[src/rtl/float_accumulator_bf16.sv]
// ==== float_accumulator_bf16 : streaming bf16 accumulator, truncating add, no subnormals/Inf/NaN ====
// ==== Rev 1.0                                                                                    ====
`default_nettype none
module float_accumulator_bf16 #(
  parameter int CNT_W = 8
) (
  input  logic             clock,
  input  logic             reset,
  input  logic [15:0]      in_data,
  input  logic             in_valid,
  input  logic             in_last,
  output logic             in_ready,
  output logic [15:0]      out_data,
  output logic             out_valid,
  input  logic             out_ready,
  output logic [CNT_W-1:0] out_count
);

  typedef enum logic [2:0] {
    IDLE  = 3'd0,
    ALIGN = 3'd1,
    ADD   = 3'd2,
    NORM  = 3'd3,
    DONE  = 3'd4
  } state_t;

  localparam logic [CNT_W-1:0] c_CNT_ONE = {{(CNT_W-1){1'b0}}, 1'b1};

  state_t           state_q;
  logic             in_ready_q, out_valid_q, last_q;
  logic [15:0]      acc_q, op_q, out_data_q;
  logic [CNT_W-1:0] cnt_q, out_count_q;
  logic [7:0]       big_e_q, big_m_q, sml_m_q;
  logic             big_s_q, sml_s_q;
  logic [8:0]       sum_q;
  logic [7:0]       exp_q;
  logic             sign_q;

  // Alignment of accumulator (a) against the new operand (b)
  logic [7:0] a_e_d, b_e_d, a_m_d, b_m_d, big_e_d, big_m_d, sml_e_d, sml_m_d, diff_d, sml_sh_d;
  logic       a_big_d, big_s_d, sml_s_d;

  always_comb begin
    a_e_d    = (acc_q[14:7] == 8'hFF) ? 8'hFE : acc_q[14:7];
    b_e_d    = (op_q[14:7] == 8'hFF) ? 8'hFE : op_q[14:7];
    a_m_d    = (acc_q[14:7] == 8'h00) ? 8'h00 :
               (acc_q[14:7] == 8'hFF) ? 8'hFF : {1'b1, acc_q[6:0]};
    b_m_d    = (op_q[14:7] == 8'h00) ? 8'h00 :
               (op_q[14:7] == 8'hFF) ? 8'hFF : {1'b1, op_q[6:0]};
    a_big_d  = (a_e_d >= b_e_d);
    big_e_d  = a_big_d ? a_e_d : b_e_d;
    big_m_d  = a_big_d ? a_m_d : b_m_d;
    big_s_d  = a_big_d ? acc_q[15] : op_q[15];
    sml_e_d  = a_big_d ? b_e_d : a_e_d;
    sml_m_d  = a_big_d ? b_m_d : a_m_d;
    sml_s_d  = a_big_d ? op_q[15] : acc_q[15];
    diff_d   = big_e_d - sml_e_d;
    sml_sh_d = (diff_d >= 8'd8) ? 8'h00 : (sml_m_d >> diff_d[2:0]);
  end

  logic [8:0] sum_d;
  logic       sign_d;

  always_comb begin
    sum_d  = 9'd0;
    sign_d = big_s_q;
    if (big_s_q == sml_s_q) begin
      sum_d = {1'b0, big_m_q} + {1'b0, sml_m_q};
    end else if (big_m_q >= sml_m_q) begin
      sum_d = {1'b0, big_m_q} - {1'b0, sml_m_q};
    end else begin
      sum_d  = {1'b0, sml_m_q} - {1'b0, big_m_q};
      sign_d = sml_s_q;
    end
  end

  // One normalisation step; a left shift that lands on bit 7 exits in the same cycle
  logic        norm_exit_d;
  logic [15:0] norm_res_d;
  logic [7:0]  exp_m1_d, exp_p1_d, sh_d;

  always_comb begin
    exp_m1_d    = exp_q - 8'd1;
    exp_p1_d    = exp_q + 8'd1;
    sh_d        = {sum_q[6:0], 1'b0};
    norm_exit_d = 1'b1;
    norm_res_d  = 16'h0000;
    if (sum_q[8]) begin
      norm_res_d = (exp_q >= 8'd254) ? {sign_q, 15'h7F7F} : {sign_q, exp_p1_d, sum_q[7:1]};
    end else if (sum_q[7]) begin
      norm_res_d = {sign_q, exp_q, sum_q[6:0]};
    end else if ((sum_q == 9'd0) || (exp_m1_d == 8'd0)) begin
      norm_res_d = 16'h0000;
    end else if (sh_d[7]) begin
      norm_res_d = {sign_q, exp_m1_d, sh_d[6:0]};
    end else begin
      norm_exit_d = 1'b0;
    end
  end

  always_ff @(posedge clock or posedge reset) begin
    if (reset) begin
      state_q     <= IDLE;
      in_ready_q  <= 1'b0;
      out_valid_q <= 1'b0;
      out_data_q  <= 16'h0000;
      out_count_q <= '0;
      acc_q       <= 16'h0000;
      cnt_q       <= '0;
      op_q        <= 16'h0000;
      last_q      <= 1'b0;
      big_e_q     <= 8'h00;
      big_m_q     <= 8'h00;
      sml_m_q     <= 8'h00;
      big_s_q     <= 1'b0;
      sml_s_q     <= 1'b0;
      sum_q       <= 9'd0;
      exp_q       <= 8'h00;
      sign_q      <= 1'b0;
    end else begin
      case (state_q)
        IDLE: begin
          if (in_valid && in_ready_q) begin
            op_q       <= in_data;
            last_q     <= in_last;
            in_ready_q <= 1'b0;
            state_q    <= ALIGN;
          end else begin
            in_ready_q <= 1'b1;
          end
        end
        ALIGN: begin
          big_e_q <= big_e_d;
          big_m_q <= big_m_d;
          big_s_q <= big_s_d;
          sml_m_q <= sml_sh_d;
          sml_s_q <= sml_s_d;
          state_q <= ADD;
        end
        ADD: begin
          sum_q   <= sum_d;
          sign_q  <= sign_d;
          exp_q   <= big_e_q;
          state_q <= NORM;
        end
        NORM: begin
          if (norm_exit_d) begin
            acc_q <= norm_res_d;
            cnt_q <= cnt_q + c_CNT_ONE;
            if (last_q) begin
              out_valid_q <= 1'b1;
              out_data_q  <= norm_res_d;
              out_count_q <= cnt_q + c_CNT_ONE;
              state_q     <= DONE;
            end else begin
              in_ready_q <= 1'b1;
              state_q    <= IDLE;
            end
          end else begin
            sum_q <= {1'b0, sh_d};
            exp_q <= exp_m1_d;
          end
        end
        DONE: begin
          if (out_ready) begin
            out_valid_q <= 1'b0;
            acc_q       <= 16'h0000;
            cnt_q       <= '0;
            in_ready_q  <= 1'b1;
            state_q     <= IDLE;
          end
        end
        default: begin
          in_ready_q <= 1'b0;
          state_q    <= IDLE;
        end
      endcase
    end
  end

  assign in_ready  = in_ready_q;
  assign out_valid = out_valid_q;
  assign out_data  = out_data_q;
  assign out_count = out_count_q;

endmodule
`default_nettype wire

[config.mk]
export PLATFORM = sky130hd
export DESIGN_NAME = float_accumulator_bf16
export DESIGN_NICKNAME = d
export VERILOG_FILES = /design/src/rtl/float_accumulator_bf16.sv
export SDC_FILE = /design/constraint.sdc
export NUM_CORES = 1
export LEC_CHECK = 0
export ABC_AREA = 1
export CORE_AREA = 2 2 123 125
export CTS_CLUSTER_SIZE = 28
export DETAILED_ROUTE_END_ITERATION = 12
export DIE_AREA = 0 0 125 127
export GPL_TIMING_DRIVEN = 0
export PLACE_DENSITY = 0.76
export SKIP_CTS_REPAIR_TIMING = 1
export SYNTH_ARGS = -nofsm -noshare
export SYNTH_HDL_FRONTEND = slang
export SYNTH_SLANG_ARGS = --single-unit
[constraint.sdc]
create_clock -name clock -period 3.63 [get_ports clock]
set_clock_uncertainty 0.2 [all_clocks]
set_input_delay 0.726 -clock clock [delete_from_list [all_inputs] [get_ports clock]]
set_output_delay 0.726 -clock clock [all_outputs]
set_load 0.005 [all_outputs]
==> results of run 1 <==
power groups by stage:
| stage | sequential (mW) | clock [mW] | combinational (mW) |
|---|---|---|---|
| floorplan | 2.11 | 0 | 4.00 |
| global placement | 2.22 | 0 | 5.26 |
| detailed placement | 2.23 | 0 | 5.34 |
| CTS | 2.22 | 1.52 | 5.39 |
| global route | 2.30 | 1.59 | 6.18 |
| finish | 2.24 | 1.51 | 5.53 |
cells in the final DEF, fill, tap and decap left out, types with 27 or more instances in the layout:
master,synthesis,final
nand2_1,269,267
ha_1,38,38
inv_1,113,111
dfrtp_1,114,110
nor2_1,59,58
nand3_1,53,50
a21oi_1,64,64
clkdlybuf4s50_1,0,46
o21ai_0,77,77
xor2_1,29,29
clkbuf_1,26,27
o21ai_1,35,35
logic make-up (layout without fill, tap and decap cells):
family	Yosys count	in the layout	synth area share, %
and+or+nand+nor	449	449	25.4
xor gates and xnor gates	36	36	4.04
adders and majority gates	41	41	6.87
DFF	114	114	36.6
muxes	3	3	0.433
buffers and inverters	171	258	9.42
AOI/OAI and AO/OA	231	231	17.3
worst max-delay path, stage by stage, from the launching register on:
cell      delay (ns)
dfrtp_1         0.47
nand2_1         0.08
nor3_1          0.21
nand2_2         0.10
nand2_1         0.09
ha_1            0.23
clkbuf_4        0.18
nand2_1         0.10
nor2_2          0.06
nand2_4         0.09
nand3_4         0.13
nand3_1         0.13
nand3_2         0.09
ha_1            0.19
inv_1           0.09
nand2_4         0.09
nand2_1         0.09
nand3b_1        0.08
nand2_1         0.07
nand3_1         0.11
nor2_4          0.27
nand3_1         0.13
nand2_1         0.08
synthesized netlist by cell type (2+ instances only):
library cell    n  area share (%)
a21oi_1        64             4.1
nand2_2        10            0.80
a22o_1          5            0.56
buf_6           5            0.72
nor2_2          3            0.24
buf_1           2           0.096
nor2_4          4            0.58
nand2_4         4            0.58
nand3_1        53             3.4
buf_2          10            0.64
mux2_2          3            0.43
fa_1            3            0.77
o211ai_2        6            0.96
o22ai_1         6            0.48
a21o_1          2            0.19
nor3_1         15            0.96
or2_1           2            0.16
nand4_1        18             1.4
clkbuf_1       26             1.3
o21ai_0        77             4.9
xor2_1         29             3.3
o221ai_1        3            0.34
o31ai_1         2            0.19
nor2_1         59             2.8
or2_2           2            0.16
dfrtp_1       114              37
inv_2           7            0.34
ha_1           38             6.1
nor3_2          3            0.39
nand3_2         2            0.26
o21bai_1        2            0.19
o21ai_2        12             1.3
o21ai_1        35             2.2
inv_1         113             5.4
buf_4           3            0.29
a21oi_2         2            0.22
o211ai_1       10            0.96
nand2_1       269              13
xnor2_1         7            0.79
nand3b_1        2            0.19
state kept, by name (all words and copies together) (netlist names), 3 cells and up:
register and count:
exp_q 8, big_e_q 8, sml_m_q 8, out_count 8
state_q 3, sum_q 9, out_data 16, big_m_q 8
cnt_q 8, op_q 16, acc_q 16
worst min-delay path by stage:
stage	start	end	slack, ns
finish	out_data[6]$_DFFE_PP0P_	out_data[6]$_DFFE_PP0P_	0.28
global placement	out_data[6]$_DFFE_PP0P_	out_data[6]$_DFFE_PP0P_	0.27
CTS	out_data[6]$_DFFE_PP0P_	out_data[6]$_DFFE_PP0P_	0.28
detailed placement	out_data[6]$_DFFE_PP0P_	out_data[6]$_DFFE_PP0P_	0.27
floorplan	sign_q$_DFFE_PP0P_	sign_q$_DFFE_PP0P_	0.25
global route	acc_q[1]$_DFFE_PP0P_	acc_q[1]$_DFFE_PP0P_	0.31
final cells by class:
| class | count | area [um^2] |
|---|---|---|
| Buffer | 48 | 272 |
| Multi-Input combinational cell | 760 | 4240 |
| Tap cell | 184 | 230 |
| Timing Repair Buffer | 55 | 566 |
| Inverter | 123 | 469 |
| Sequential cell | 114 | 2860 |
| Fill cell | 1286 | 5250 |
| Clock buffer | 18 | 429 |
| Clock inverter | 14 | 106 |
layer usage:
layer  global-route usage [%]  routed length (um)  vias up
li1                         -                   -     3579
met1                     38.0                9240     3393
met5                        0                   0        -
met2                     43.1                9640      296
met4                     7.25                 300        0
met3                     5.78                1590       25
==> results.yml, run 1 <==
clocking:
  clock_tree.buffer_depth: 2
  cts_buffers: 17
  cts-htree-levels: 4
  clkTransAtPathRegs_ns: 0.06
  cts_tree: "yes"
  root_buffer: "clkbuf_16"
  numClockSinks: 114
  insertion_delay_ns: 0.42
placed_design:
  port_buffers: 46
  post-place-ws_ns: 0.0938
  place_inst: 1278
  hpwl_um: 15800
  gp_congestion: 0.922
  placed_cell_area_um2: 8550
layout:
  insertedDiodeCount: 0
  nNetsFinal: 1181
  fin_cells: 1316
  syn_to_final_growth_pct: 17.6
  drive_gt1_share_pct: 11.9
  final_util_pct: 63.6
  final_area_um2: 9170
die:
  ios: 47
  die_h_um: 127
  start_util_pct: 54.1
  design.core.area_um2: 14400
  die_w_um: 125
  row_count: 44
  die-area_um2: 15900
detailed_routing:
  wl_per_cell_um: 15.8
  vias: 7293
  wirelength_um: 20800
  avgViaCountPerCell: 5.54
  route.detailed.drc: 0
  ant_nets: 0
  drtIter0Drc: 638
  dr.pass1.iters: 5
logic_synthesis:
  syn_inst: 1045
  syn-num-nets: 1107
  synth.distinct_cells: 53
  syn-cell-area_um2: 7800
  yosysSeqAreaShare_pct: 36.6
  synth-seq-cells: 114
  synthArstFlopShare_pct: 100
  yosys_warnings: 0
  synth_edf_count: 0
  synth_ff_type: "dfrtp_1"
  syn_avg_cell_area_um2: 7.46
global_route:
  grt_max_degree: 36
  antenna_found_initial: 0
  grt_pass1_vias: 6764
  grt-ovfl-total: 0
  grt_pass1_wl_um: 34400
  grt_util_all_layers_pct: 27.1
sta:
  setup_viol: 0
  drv_slew: 0
  timing.fmax_ghz: 0.291
  fin_crit_ns: 3.44
  setup_ws_ns: 0.189
  max_slew.worst_pin.slew_ns: 0.776
  finalHoldViolations: 0
  period_share_pct: 94.8
  hold_slack_ns: 0.283
  max_slew_margin_pct: 48.0
  setup_tns_ns: 0
power:
  power_mw: 9.28
  p_switching_mw: 4.65
  power.leakage_nw: 4.44
  p_per_area_nw_per_um2: 1010
  combPwrFrac_pct: 59.6
  switching_share_pct: 50.1
  p_int_mw: 4.63
  power_frac_clock_pct: 16.3
  seqPwrFrac_pct: 24.1
  peakVddDrop_mv: 0.822
worst_setup_path:
  end_kind: "flip-flop"
  path_class: "flip-flop to flip-flop"
  critPathCapture: "sml_m_q[4]$_DFFE_PP0P_"
  cp-startpoint: "acc_q[12]$_DFFE_PP0P_"
  reg2reg_slack_ns: 0.19
  reg2regPathDepth: 22
  cp.arrival_ns: 3.60
  r2r_start: "acc_q[12]$_DFFE_PP0P_"
  start_kind: "flip-flop"
  r2r_end: "sml_m_q[4]$_DFFE_PP0P_"
  worst_ep_required_time_ns: 3.79
  cp_max_fo: 10
worst_hold_path:
  hp-class: "flip-flop to flip-flop"
  min_path_cells: 2
run_status:
  status: "finished clean"
job:
  drv_cap: 0
No activity file was read; power rests on OpenSTA's default activity.
==> run 2, diff against run 1 <==
--- a/config.mk
+++ b/config.mk
@@ -12,7 +12,6 @@
 export DIE_AREA = 0 0 125 127
 export GPL_TIMING_DRIVEN = 0
 export PLACE_DENSITY = 0.76
-export SKIP_CTS_REPAIR_TIMING = 1
 export SYNTH_ARGS = -nofsm -noshare
 export SYNTH_HDL_FRONTEND = slang
 export SYNTH_SLANG_ARGS = --single-unit
==> results of run 2 <==
Final layout, timing and power as in run 1 (identical DEF).
==> run 3, diff against run 2 <==
--- a/config.mk
+++ b/config.mk
@@ -11,7 +11,7 @@
 export DETAILED_ROUTE_END_ITERATION = 12
 export DIE_AREA = 0 0 125 127
 export GPL_TIMING_DRIVEN = 0
-export PLACE_DENSITY = 0.76
+export PLACE_DENSITY = 0.81
 export SYNTH_ARGS = -nofsm -noshare
 export SYNTH_HDL_FRONTEND = slang
 export SYNTH_SLANG_ARGS = --single-unit
==> run 3 against run 2 <==
Register-to-register slack improved by 0.08 ns. Critical path depth fell by 1. Sequential cell count unchanged. Clock power is 13% higher. Non-clock buffer count fell by 1. Highest routed layer unchanged. First-iteration DRC count up 7.1%. Die area is the same. Critical endpoint is now sml_m_q[1]$_DFFE_PP0P_. Fmax rose by 2.4%. Global-route usage increased by 0.92 points. Clock-buffer cell count increased by 3. Largest cell class unchanged. Sequential power is essentially flat. Critical path type unchanged.
==> results.yml, run 3 (synthesized netlist as in run 1, its figures left out) <==
run_status:
  status: "finished clean"
detailed_routing:
  drtIter0Drc: 683
  wl_per_cell_um: 16.5
  avgViaCountPerCell: 5.63
  vias: 7408
  dr.pass1.iters: 5
  route.detailed.drc: 0
  ant_nets: 0
  wirelength_um: 21700
worst_setup_path:
  r2r_start: "acc_q[7]$_DFFE_PP0P_"
  cp.arrival_ns: 3.52
  cp-startpoint: "acc_q[7]$_DFFE_PP0P_"
  reg2regPathDepth: 21
  reg2reg_slack_ns: 0.27
  r2r_end: "sml_m_q[1]$_DFFE_PP0P_"
  cp_max_fo: 10
  critPathCapture: "sml_m_q[1]$_DFFE_PP0P_"
  end_kind: "flip-flop"
  path_class: "flip-flop to flip-flop"
  worst_ep_required_time_ns: 3.79
  start_kind: "flip-flop"
worst_hold_path:
  hp-class: "flip-flop to flip-flop"
power:
  peakVddDrop_mv: 0.523
  p_int_mw: 4.83
  combPwrFrac_pct: 58.7
  power.leakage_nw: 4.48
  p_switching_mw: 4.70
  p_per_area_nw_per_um2: 1030
  seqPwrFrac_pct: 23.5
  switching_share_pct: 49.3
  power_frac_clock_pct: 17.8
  power_mw: 9.54
clocking:
  cts_tree: "yes"
  clkTransAtPathRegs_ns: 0.06
  insertion_delay_ns: 0.43
  hold_buffers: 0
  numClockSinks: 114
  cts_buffers: 17
  root_buffer: "clkbuf_16"
  clock_tree.buffer_depth: 2
  cts-htree-levels: 4
die:
  ios: 47
  start_util_pct: 54.1
  design.core.area_um2: 14400
  die-area_um2: 15900
  die_w_um: 125
  die_h_um: 127
  row_count: 44
sta:
  hold_slack_ns: 0.282
  timing.fmax_ghz: 0.298
  finalHoldViolations: 0
  fin_crit_ns: 3.36
  max_slew.worst_pin.slew_ns: 0.761
  max_slew_margin_pct: 49.0
  period_share_pct: 92.5
  setup_viol: 0
  drv_slew: 0
placed_design:
  gp_congestion: 0.945
  placed_cell_area_um2: 8550
  port_buffers: 46
  hpwl_um: 16100
global_route:
  grt-ovfl-total: 0
  busiest_layer: "met2"
  gr-usage-met1_pct: 37.5
  grt.met2_usage_pct: 44.4
  grt_max_degree: 43
  met3_usage_pct: 6.32
  antenna_found_initial: 0
  grt_util_all_layers_pct: 28.0
  grt_pass1_vias: 7026
  grt_pass1_wl_um: 35600
layout:
  final_cell_mix: "nand2_1, dfrtp_1, inv_1, o21ai_0, a21oi_1"
  syn_to_final_growth_pct: 18.5
  final_area_um2: 9250
  n_fill_cell: 1249
  insertedDiodeCount: 0
  drive_gt1_share_pct: 11.9
  regArea_um2: 2860
  nNetsFinal: 1180
  multiInputGateArea_um2: 4260
  final_common_cell: "nand2_1"
job:
  drv_cap: 0
-- run 3: cell type report --
cell class,instances,area share [%]
inverter,123,5.10
tap,184,2.49
multi-input combinational,760,46.1
clock buffer,21,5.09
timing repair buffer,54,6.04
buffer,48,2.94
clock inverter,11,1.38
sequential,114,30.9
-- run 3: how the worst min path moves through the flow --
stage	start	endpoint	slack [ns]	cells after the start
2_1_floorplan	sign_q$_DFFE_PP0P_	sign_q$_DFFE_PP0P_	0.25	2
3_3_place_gp	out_data[7]$_DFFE_PP0P_	out_data[7]$_DFFE_PP0P_	0.27	2
3_5_place_dp	out_count[4]$_DFFE_PP0P_	out_count[4]$_DFFE_PP0P_	0.27	2
4_1_cts	out_count[4]$_DFFE_PP0P_	out_count[4]$_DFFE_PP0P_	0.29	2
5_1_grt	out_data[8]$_DFFE_PP0P_	out_data[8]$_DFFE_PP0P_	0.31	2
6_report	out_data[0]$_DFFE_PP0P_	out_data[0]$_DFFE_PP0P_	0.28	2
-- run 3: power groups by stage --
stage          clock [mW]  sequential (mW)  combinational [mW]
6_report             1.70             2.24                5.60
5_1_grt              1.77             2.30                6.27
4_1_cts              1.70             2.23                5.44
3_5_place_dp            0             2.23                5.35
3_3_place_gp            0             2.21                5.23
2_1_floorplan           0             2.11                4.00
-- run 3: per-stage QoR --
stage	setup TNS, ns	setup WS [ns]	std cells	util, %
2_1_floorplan	0	0.636	1045	-
3_3_place_gp	0	0.0679	1275	58.9
3_5_place_dp	0	0.0170	1278	59.3
4_1_cts	0	0.0368	1310	63.5
5_1_grt	-0.0567	-0.0243	1315	64.1
6_report	0	0.271	1315	64.1
-- run 3: worst max-delay path, cell delays in order (launching register included) --
cell and delay (ns):
dfrtp_1 0.43, inv_1 0.08, nor3_1 0.23, nand2_2 0.10
nand2_1 0.09, ha_1 0.23, buf_4 0.17, nand2_1 0.11
nor2_2 0.07, nand2_4 0.09, nand3_4 0.12, nand3_2 0.10
nand3_2 0.08, ha_1 0.41, inv_1 0.17, nand3_1 0.12
o21ai_0 0.08, nand2_1 0.06, nand2_1 0.05, nor2_1 0.14
nand3_2 0.09, nand2_1 0.07
-- run 3: routing by layer --
metal / routed length (um) / part of all wire (%)
met2: 10100 / 47
met3: 1430 / 6.6
met5: 0 / 0
met1: 9490 / 44
met4: 624 / 2.9
-- run 3: what timing repair did --
| item | in CTS | in global routing |
|---|---|---|
| buffers inserted | 0 | 5 |
| setup endpoints to repair | 1 | 8 |
| gates resized for setup | 1 | 15 |
| pin swaps | 0 | 4 |
